### src/rtl/alu_arb_pkg.sv
// ============================================================================
// Module      : alu_arb_pkg
// Description : ALU control codes, arbiter FSM state type and an opcode
//               legality helper shared by the alu_arbiter slice.
// Revision    : 1.0 - initial release
// ============================================================================
`default_nettype none

package alu_arb_pkg;

  typedef enum logic [1:0] {
    IDLE = 2'd0,
    EXEC = 2'd1,
    RESP = 2'd2
  } arb_state_t;

  localparam logic [3:0] ALU_ADD  = 4'b0000;
  localparam logic [3:0] ALU_SUB  = 4'b0001;
  localparam logic [3:0] ALU_AND  = 4'b0010;
  localparam logic [3:0] ALU_OR   = 4'b0011;
  localparam logic [3:0] ALU_XOR  = 4'b0100;
  localparam logic [3:0] ALU_SLT  = 4'b0101;
  localparam logic [3:0] ALU_SRL  = 4'b0110;
  localparam logic [3:0] ALU_SRA  = 4'b0111;
  localparam logic [3:0] ALU_SLL  = 4'b1000;
  localparam logic [3:0] ALU_SLTU = 4'b1001;

  localparam logic [3:0] ALU_MAX_LEGAL = 4'b1001;

  function automatic logic is_legal_op(input logic [3:0] op);
    return (op <= ALU_MAX_LEGAL);
  endfunction

endpackage

`default_nettype wire

### src/rtl/alu_arbiter_if.sv
// ============================================================================
// Module      : alu_arbiter_if
// Description : Two request channels and two response channels of the shared
//               ALU arbiter; slave modport is the arbiter side.
// Revision    : 1.0 - initial release
// ============================================================================
`default_nettype none

interface alu_arbiter_if #(
  parameter int XLEN = 32
);
  logic            r0_valid, r1_valid;
  logic            r0_ready, r1_ready;
  logic [3:0]      r0_ctrl,  r1_ctrl;
  logic [XLEN-1:0] r0_a, r0_b, r1_a, r1_b;

  logic            s0_valid, s1_valid;
  logic            s0_ready, s1_ready;
  logic [XLEN-1:0] s0_out,   s1_out;
  logic            s0_zero,  s1_zero;
  logic            s0_less,  s1_less;
  logic            s0_err,   s1_err;

  modport master (
    output r0_valid, r1_valid, r0_ctrl, r1_ctrl, r0_a, r0_b, r1_a, r1_b,
    input  r0_ready, r1_ready,
    input  s0_valid, s1_valid, s0_out, s1_out, s0_zero, s1_zero,
    input  s0_less, s1_less, s0_err, s1_err,
    output s0_ready, s1_ready
  );

  modport slave (
    input  r0_valid, r1_valid, r0_ctrl, r1_ctrl, r0_a, r0_b, r1_a, r1_b,
    output r0_ready, r1_ready,
    output s0_valid, s1_valid, s0_out, s1_out, s0_zero, s1_zero,
    output s0_less, s1_less, s0_err, s1_err,
    input  s0_ready, s1_ready
  );
endinterface

`default_nettype wire

### src/rtl/ALU.sv
// ============================================================================
// Module      : ALU
// Description : Combinational integer ALU with zero and less-than flags.
// Revision    : 1.0 - initial release
// ============================================================================
`default_nettype none

module ALU
  import alu_arb_pkg::*;
#(
  parameter int XLEN = 32
) (
  input  wire logic [3:0]      i_ctrl,
  input  wire logic [XLEN-1:0] i_a,
  input  wire logic [XLEN-1:0] i_b,
  output logic      [XLEN-1:0] o_out,
  output logic                 o_zero,
  output logic                 o_less
);
  localparam int c_SHW = $clog2(XLEN);

  logic [c_SHW-1:0] w_shamt;
  logic             w_slt;
  logic             w_sltu;

  assign w_shamt = i_b[c_SHW-1:0];
  assign w_slt   = ($signed(i_a) < $signed(i_b));
  assign w_sltu  = (i_a < i_b);

  always_comb begin
    o_out = '0;
    case (i_ctrl)
      ALU_ADD:  o_out = i_a + i_b;
      ALU_SUB:  o_out = i_a - i_b;
      ALU_AND:  o_out = i_a & i_b;
      ALU_OR:   o_out = i_a | i_b;
      ALU_XOR:  o_out = i_a ^ i_b;
      ALU_SLT:  o_out = {{(XLEN-1){1'b0}}, w_slt};
      ALU_SLTU: o_out = {{(XLEN-1){1'b0}}, w_sltu};
      ALU_SRL:  o_out = i_a >> w_shamt;
      ALU_SRA:  o_out = $signed(i_a) >>> w_shamt;
      ALU_SLL:  o_out = i_a << w_shamt;
      default:  o_out = '0;
    endcase
  end

  assign o_zero = (o_out == '0);
  assign o_less = (i_ctrl == ALU_SLT) ? w_slt : w_sltu;

endmodule

`default_nettype wire

### src/rtl/alu_arbiter.sv
// ============================================================================
// Module      : alu_arbiter
// Description : Round-robin arbiter/sequencer sharing one ALU between two
//               requesters, one operation in flight (IDLE -> EXEC -> RESP).
//               Optional macro ALU_ARB_OPCHK_EN flags codes 1010-1111 as err.
// Revision    : 1.0 - initial release
// ============================================================================
`default_nettype none

module alu_arbiter
  import alu_arb_pkg::*;
#(
  parameter int XLEN = 32
) (
  input wire logic     clk,
  input wire logic     rst,
  alu_arbiter_if.slave bus
);
  arb_state_t      r_state, w_next_state;
  logic            r_prio, r_gid;
  logic [3:0]      r_ctrl;
  logic [XLEN-1:0] r_a, r_b, r_out;
  logic            r_zero, r_less, r_err;

  logic            w_grant, w_gid, w_resp_done;
  logic [XLEN-1:0] w_alu_out, w_res_out;
  logic            w_alu_zero, w_alu_less;
  logic            w_res_zero, w_res_less, w_res_err;

  assign w_resp_done = r_gid ? bus.s1_ready : bus.s0_ready;

  always_comb begin
    w_next_state = r_state;
    w_grant      = 1'b0;
    w_gid        = 1'b0;
    case (r_state)
      IDLE: begin
        if (bus.r0_valid || bus.r1_valid) begin
          w_grant      = 1'b1;
          w_gid        = (bus.r0_valid && bus.r1_valid) ? r_prio : bus.r1_valid;
          w_next_state = EXEC;
        end
      end
      EXEC:    w_next_state = RESP;
      RESP:    if (w_resp_done) w_next_state = IDLE;
      default: w_next_state = IDLE;
    endcase
  end

  ALU #(.XLEN(XLEN)) u_alu (
    .i_ctrl (r_ctrl),
    .i_a    (r_a),
    .i_b    (r_b),
    .o_out  (w_alu_out),
    .o_zero (w_alu_zero),
    .o_less (w_alu_less)
  );

`ifdef ALU_ARB_OPCHK_EN
  // Illegal codes bypass the ALU result with a fixed error response
  always_comb begin
    w_res_out  = w_alu_out;
    w_res_zero = w_alu_zero;
    w_res_less = w_alu_less;
    w_res_err  = 1'b0;
    if (!is_legal_op(r_ctrl)) begin
      w_res_out  = '0;
      w_res_zero = 1'b1;
      w_res_less = 1'b0;
      w_res_err  = 1'b1;
    end
  end
`else
  assign w_res_out  = w_alu_out;
  assign w_res_zero = w_alu_zero;
  assign w_res_less = w_alu_less;
  assign w_res_err  = 1'b0;
`endif

  always_ff @(posedge clk or posedge rst) begin
    if (rst) begin
      r_state <= IDLE;
      r_prio  <= 1'b0;
      r_gid   <= 1'b0;
      r_ctrl  <= '0;
      r_a     <= '0;
      r_b     <= '0;
      r_out   <= '0;
      r_zero  <= 1'b0;
      r_less  <= 1'b0;
      r_err   <= 1'b0;
    end else begin
      r_state <= w_next_state;
      if (w_grant) begin
        r_gid  <= w_gid;
        r_prio <= ~w_gid;
        r_ctrl <= w_gid ? bus.r1_ctrl : bus.r0_ctrl;
        r_a    <= w_gid ? bus.r1_a    : bus.r0_a;
        r_b    <= w_gid ? bus.r1_b    : bus.r0_b;
      end
      if (r_state == EXEC) begin
        r_out  <= w_res_out;
        r_zero <= w_res_zero;
        r_less <= w_res_less;
        r_err  <= w_res_err;
      end
    end
  end

  assign bus.r0_ready = w_grant & ~w_gid;
  assign bus.r1_ready = w_grant &  w_gid;
  assign bus.s0_valid = (r_state == RESP) & ~r_gid;
  assign bus.s1_valid = (r_state == RESP) &  r_gid;

  // Data registers are shared; only the valid bit selects the channel
  assign bus.s0_out  = r_out;
  assign bus.s1_out  = r_out;
  assign bus.s0_zero = r_zero;
  assign bus.s1_zero = r_zero;
  assign bus.s0_less = r_less;
  assign bus.s1_less = r_less;
  assign bus.s0_err  = r_err;
  assign bus.s1_err  = r_err;

endmodule

`default_nettype wire

### src/flat_wrapper.sv
// flat-port wrapper written by rule: the top's interface ports become plain ports
module alu_arbiter_flat import alu_arb_pkg::*;
#(
  parameter int XLEN = 32
)
  (clk, rst, bus_r0_valid, bus_r1_valid, bus_r0_ctrl, bus_r1_ctrl, bus_r0_a, bus_r0_b, bus_r1_a, bus_r1_b, bus_r0_ready, bus_r1_ready, bus_s0_valid, bus_s1_valid, bus_s0_out, bus_s1_out, bus_s0_zero, bus_s1_zero, bus_s0_less, bus_s1_less, bus_s0_err, bus_s1_err, bus_s0_ready, bus_s1_ready);
  alu_arbiter_if #(.XLEN(XLEN)) bus_i ();
  input wire logic clk;
  input wire logic rst;
  input wire logic [$bits(bus_i.r0_valid)-1:0] bus_r0_valid;
  input wire logic [$bits(bus_i.r1_valid)-1:0] bus_r1_valid;
  input wire logic [$bits(bus_i.r0_ctrl)-1:0] bus_r0_ctrl;
  input wire logic [$bits(bus_i.r1_ctrl)-1:0] bus_r1_ctrl;
  input wire logic [$bits(bus_i.r0_a)-1:0] bus_r0_a;
  input wire logic [$bits(bus_i.r0_b)-1:0] bus_r0_b;
  input wire logic [$bits(bus_i.r1_a)-1:0] bus_r1_a;
  input wire logic [$bits(bus_i.r1_b)-1:0] bus_r1_b;
  output wire logic [$bits(bus_i.r0_ready)-1:0] bus_r0_ready;
  output wire logic [$bits(bus_i.r1_ready)-1:0] bus_r1_ready;
  output wire logic [$bits(bus_i.s0_valid)-1:0] bus_s0_valid;
  output wire logic [$bits(bus_i.s1_valid)-1:0] bus_s1_valid;
  output wire logic [$bits(bus_i.s0_out)-1:0] bus_s0_out;
  output wire logic [$bits(bus_i.s1_out)-1:0] bus_s1_out;
  output wire logic [$bits(bus_i.s0_zero)-1:0] bus_s0_zero;
  output wire logic [$bits(bus_i.s1_zero)-1:0] bus_s1_zero;
  output wire logic [$bits(bus_i.s0_less)-1:0] bus_s0_less;
  output wire logic [$bits(bus_i.s1_less)-1:0] bus_s1_less;
  output wire logic [$bits(bus_i.s0_err)-1:0] bus_s0_err;
  output wire logic [$bits(bus_i.s1_err)-1:0] bus_s1_err;
  input wire logic [$bits(bus_i.s0_ready)-1:0] bus_s0_ready;
  input wire logic [$bits(bus_i.s1_ready)-1:0] bus_s1_ready;
  assign bus_i.r0_valid = bus_r0_valid;
  assign bus_i.r1_valid = bus_r1_valid;
  assign bus_i.r0_ctrl = bus_r0_ctrl;
  assign bus_i.r1_ctrl = bus_r1_ctrl;
  assign bus_i.r0_a = bus_r0_a;
  assign bus_i.r0_b = bus_r0_b;
  assign bus_i.r1_a = bus_r1_a;
  assign bus_i.r1_b = bus_r1_b;
  assign bus_r0_ready = bus_i.r0_ready;
  assign bus_r1_ready = bus_i.r1_ready;
  assign bus_s0_valid = bus_i.s0_valid;
  assign bus_s1_valid = bus_i.s1_valid;
  assign bus_s0_out = bus_i.s0_out;
  assign bus_s1_out = bus_i.s1_out;
  assign bus_s0_zero = bus_i.s0_zero;
  assign bus_s1_zero = bus_i.s1_zero;
  assign bus_s0_less = bus_i.s0_less;
  assign bus_s1_less = bus_i.s1_less;
  assign bus_s0_err = bus_i.s0_err;
  assign bus_s1_err = bus_i.s1_err;
  assign bus_i.s0_ready = bus_s0_ready;
  assign bus_i.s1_ready = bus_s1_ready;
  alu_arbiter #(.XLEN(XLEN)) u_core (.clk(clk), .rst(rst), .bus(bus_i));
endmodule
### config.mk
export PLATFORM = sky130hd
export DESIGN_NAME = alu_arbiter_flat
export DESIGN_NICKNAME = d
export VERILOG_FILES = /design/src/rtl/alu_arb_pkg.sv /design/src/rtl/alu_arbiter_if.sv /design/src/rtl/ALU.sv /design/src/rtl/alu_arbiter.sv /design/src/flat_wrapper.sv
export SDC_FILE = /design/constraint.sdc
export NUM_CORES = 1
export LEC_CHECK = 0
export ABC_AREA = 1
export BUFFER_PORTS_ARGS = -buffer_cell sky130_fd_sc_hd__buf_2
export CAP_MARGIN = 20
export CORE_ASPECT_RATIO = 0.9
export CORE_MARGIN = 1.5
export CORE_UTILIZATION = 45
export DETAILED_ROUTE_END_ITERATION = 8
export PLACE_DENSITY = 0.65
export SETUP_SLACK_MARGIN = 0.02
export SLEW_MARGIN = 30
export SYNTH_ARGS = -nofsm -noshare
export SYNTH_HDL_FRONTEND = slang
export SYNTH_SLANG_ARGS = --single-unit
### constraint.sdc
create_clock -name clk -period 7.9 [get_ports clk]
set_clock_uncertainty 0.2 [all_clocks]
set_input_delay 0.395 -clock clk [delete_from_list [all_inputs] [get_ports clk]]
set_output_delay 0.395 -clock clk [all_outputs]
set_load 0.005 [all_outputs]
==> run_results.csv <==
group,metric,value,unit
run_status,status,"finished clean",
grt,grt_max_degree,87,
grt,grt_pass1_vias,16700,
finish,n_antenna_cell,0,
cts,cts_sinks,106,
hold_path,hold_class,"in -> reg",
floorplan,die_area,34300,µm²
sta,slew_violations,0,
worst_setup_path,path_cells,"buf_4 > inv_2 > buf_4 > ha_1 > nor2_1 > nand2_1 > nand3_1 > nand2_1 > nand2_1 > nand2_1 > nand3_1 > nand3_1 > a21oi_1 > nand2_1 > nor2_1 > nand3_1 > nor2_1 > nand3_1 > nand2_1",
yosys,async_reset_ff_share,100,%
worst_setup_path,critPathMostFrequentCell,"nand2_1",
yosys,seq_area_frac_synth,17.8,%
cts,root_buffer,"clkbuf_16",
detailed_routing,ant_nets,0,
yosys,synth_area_leaders,"nand2_1 22%, dfrtp_1 18%, nand3_1 13%",
detailed_routing,drt-pass1-iter-count,8,
cts,htree_levels,3,
flow_run,cap_violations,0,
hold_path,hold_path.startpoint,"bus_r0_b[21]",
detailed_routing,routedWlPerCell,23.0,µm
detailed_routing,wl,73100,µm
yosys,syn_inst,2651,
sta,tightest_slew,1.06,ns
yosys,synth.largest_area_cell,"nand2_1",
worst_setup_path,slowest_stage,"buf_4",
grt,grt_overflow,0,
cts,cts_buffers,9,
place,hpwl,60200,µm
finish,fin_util,49.4,%
yosys,netlist.area_leader.share,22.1,%
finish,final_cell_mix,"878 x nand2_1, 379 x nand3_1, 345 x inv_1",
place,place_area,15800,µm²
worst_setup_path,end_kind,"flip-flop",
grt,grt_first_pass_wirelength,106000,µm
floorplan,start_util,45.5,%
sta,relSlewSlack,29.2,%
finish,instances_no_fill,3172,
sta,period_share,52.7,%
yosys,yosys_warnings,0,
finish,nets,2986,
finish,area_growth,8.49,%
floorplan,num_rows,63,
sta,max_freq,240,MHz
detailed_routing,vias,18700,
yosys,synthesis.area,14900,µm²
cts,clock_latency,0.39,ns
floorplan,die_x,195,µm
sta,tns,0,ns
yosys,ys_types,45,
grt,antenna_found_initial,0,
floorplan,coreArea,32800,µm²
worst_setup_path,crit_fanout,69,
worst_setup_path,worstPathArrival,4.28,ns
grt,grt_util_all_layers,41.9,%
worst_setup_path,critPathLaunch,"u_core.r_b[1]$_DFFE_PP0P_",
yosys,syn_avg_cell_area,5.63,µm²
finish,fill_cells,3606,
floorplan,die_h,176,µm
cts,clk_path_buf_depth,2,
yosys,synth_flop_cell,"dfrtp_1",
sta,setup_viol,0,
worst_setup_path,worstPathRequired,8.02,ns
worst_setup_path,reg2reg_from,"u_core.r_b[1]$_DFFE_PP0P_",
worst_setup_path,slowest_delay,0.61,ns
floorplan,io-pin-count,216,
finish,final_common_cell,"nand2_1",
worst_setup_path,start_kind,"flip-flop",
detailed_routing,first_iter_violations,2857,
place,io_buffers,213,
finish,fin_area,16200,µm²
yosys,synth_edf_count,0,
cts,path_clk_slew,0.08,ns
sta,finalCriticalPeriod,4.16,ns
place,place_inst,3148,
worst_setup_path,critical_path_class,"reg -> reg",
place,globalplace.congestion,1.07,
sta,rsz0062_at_grt,"no",
finish,drive_above_1_share,11.9,%
cts,cts_tree,"built",
detailed_routing,drc,0,
detailed_routing,via_per_inst,5.89,
sta,final_hold_viol_count,0,
yosys,synth-seq-cells,106,
-- stage by stage --
stage               hold slack, ns  worst slack [ns]
finish                     0.00539              3.74
CTS                       0.000438              3.90
detailed placement           0.158              3.93
floorplan                    0.290              4.52
global route                0.0157              3.40
global placement             0.150              3.92
-- Yosys cell counts, drive strengths merged, types with 3 or more instances --
cell and n:
inv 357, nand2 906, o21a 4, o211ai 29, ha 97, a21oi 92
or2 4, nand3 394, nor2 237, nor3 18, o22ai 47, a22oi 30
clkbuf 46, nand4 23, and3 3, buf 114, o21bai 9, a31oi 9
and2 3, a211oi 4, dfrtp 106, nand3b 4, o21ai 106
-- final timing paths --
| check | endpoint | slack, ns | depth (start not counted) |
|---|---|---|---|
| hold / removal | u_core.r_b[21]$_DFFE_PP0P_ | 0.005 | 3 |
| min in group asynchronous | u_core.r_a[15]$_DFFE_PP0P_ | 0.29 | 3 |
| setup reg to reg | u_core.bus.s0_zero$_DFFE_PP0N_ | 3.74 | 19 |
| setup / recovery | u_core.bus.s0_zero$_DFFE_PP0N_ | 3.74 | 19 |
| hold reg to reg | u_core.bus.s0_out[27]$_DFFE_PP0N_ | 0.30 | 2 |
| max in group asynchronous | u_core.r_b[1]$_DFFE_PP0P_ | 6.07 | 4 |
-- flip-flops by register name, summed over array words and instances (netlist names) --
name                count
u_core.bus.s0_less      1
u_core.bus.s0_out      32
u_core.bus.s0_zero      1
u_core.r_a             32
u_core.r_b             32
u_core.r_ctrl           4
u_core.r_gid            1
u_core.r_prio           1
u_core.r_state          2
-- area by class of cell --
type                            count  area, µm²  share of cell area, %
Timing Repair Buffer              242       1330                   8.19
Clock inverter                      6       68.8                  0.425
Sequential cell                   106       2660                   16.4
Tap cell                          422        528                   3.26
Clock buffer                       10        239                   1.48
Multi-Input combinational cell   2027      10000                   61.9
Inverter                          359       1350                   8.36
-- cell families (layout without fill, tap and decap cells) --
kind of cell | Yosys count | count (layout) | share of synthesized area (%)
other cells | 1 | 2 | 0.0251
compound gates | 333 | 333 | 13.1
simple gates | 1593 | 1593 | 45.6
fa+ha+maj | 99 | 99 | 8.40
buf+inv | 519 | 617 | 15.2
flops | 106 | 106 | 17.8
-- repair_timing --
item	in CTS	in global routing
hold buffers	7	0
resized for setup	0	0
buffers inserted	0	0
hold endpoints to repair	26	0
-- critical path, delay by kind of cell, from the launching register on --
kind / cells / cell delay, ns
DFF: 1 / 0.39
buffers and inverters: 3 / 1.04
AOI/OAI and AO/OA: 1 / 0.28
adders and majority gates: 1 / 0.41
and+or+nand+nor: 14 / 1.69
-- routing by layer --
metal	vias up	share of wire, %	wire length [µm]	GRT usage, %
met5	-	0	0	0
met4	0	4.6	3350	18.1
met3	125	13	9460	10.8
met2	1280	38	27900	56.8
met1	8616	44	32300	61.6
li1	8648	-	-	-
Power is not shown: default switching activity piles up to over one toggle a cycle in this logic, so the estimate is an artifact.
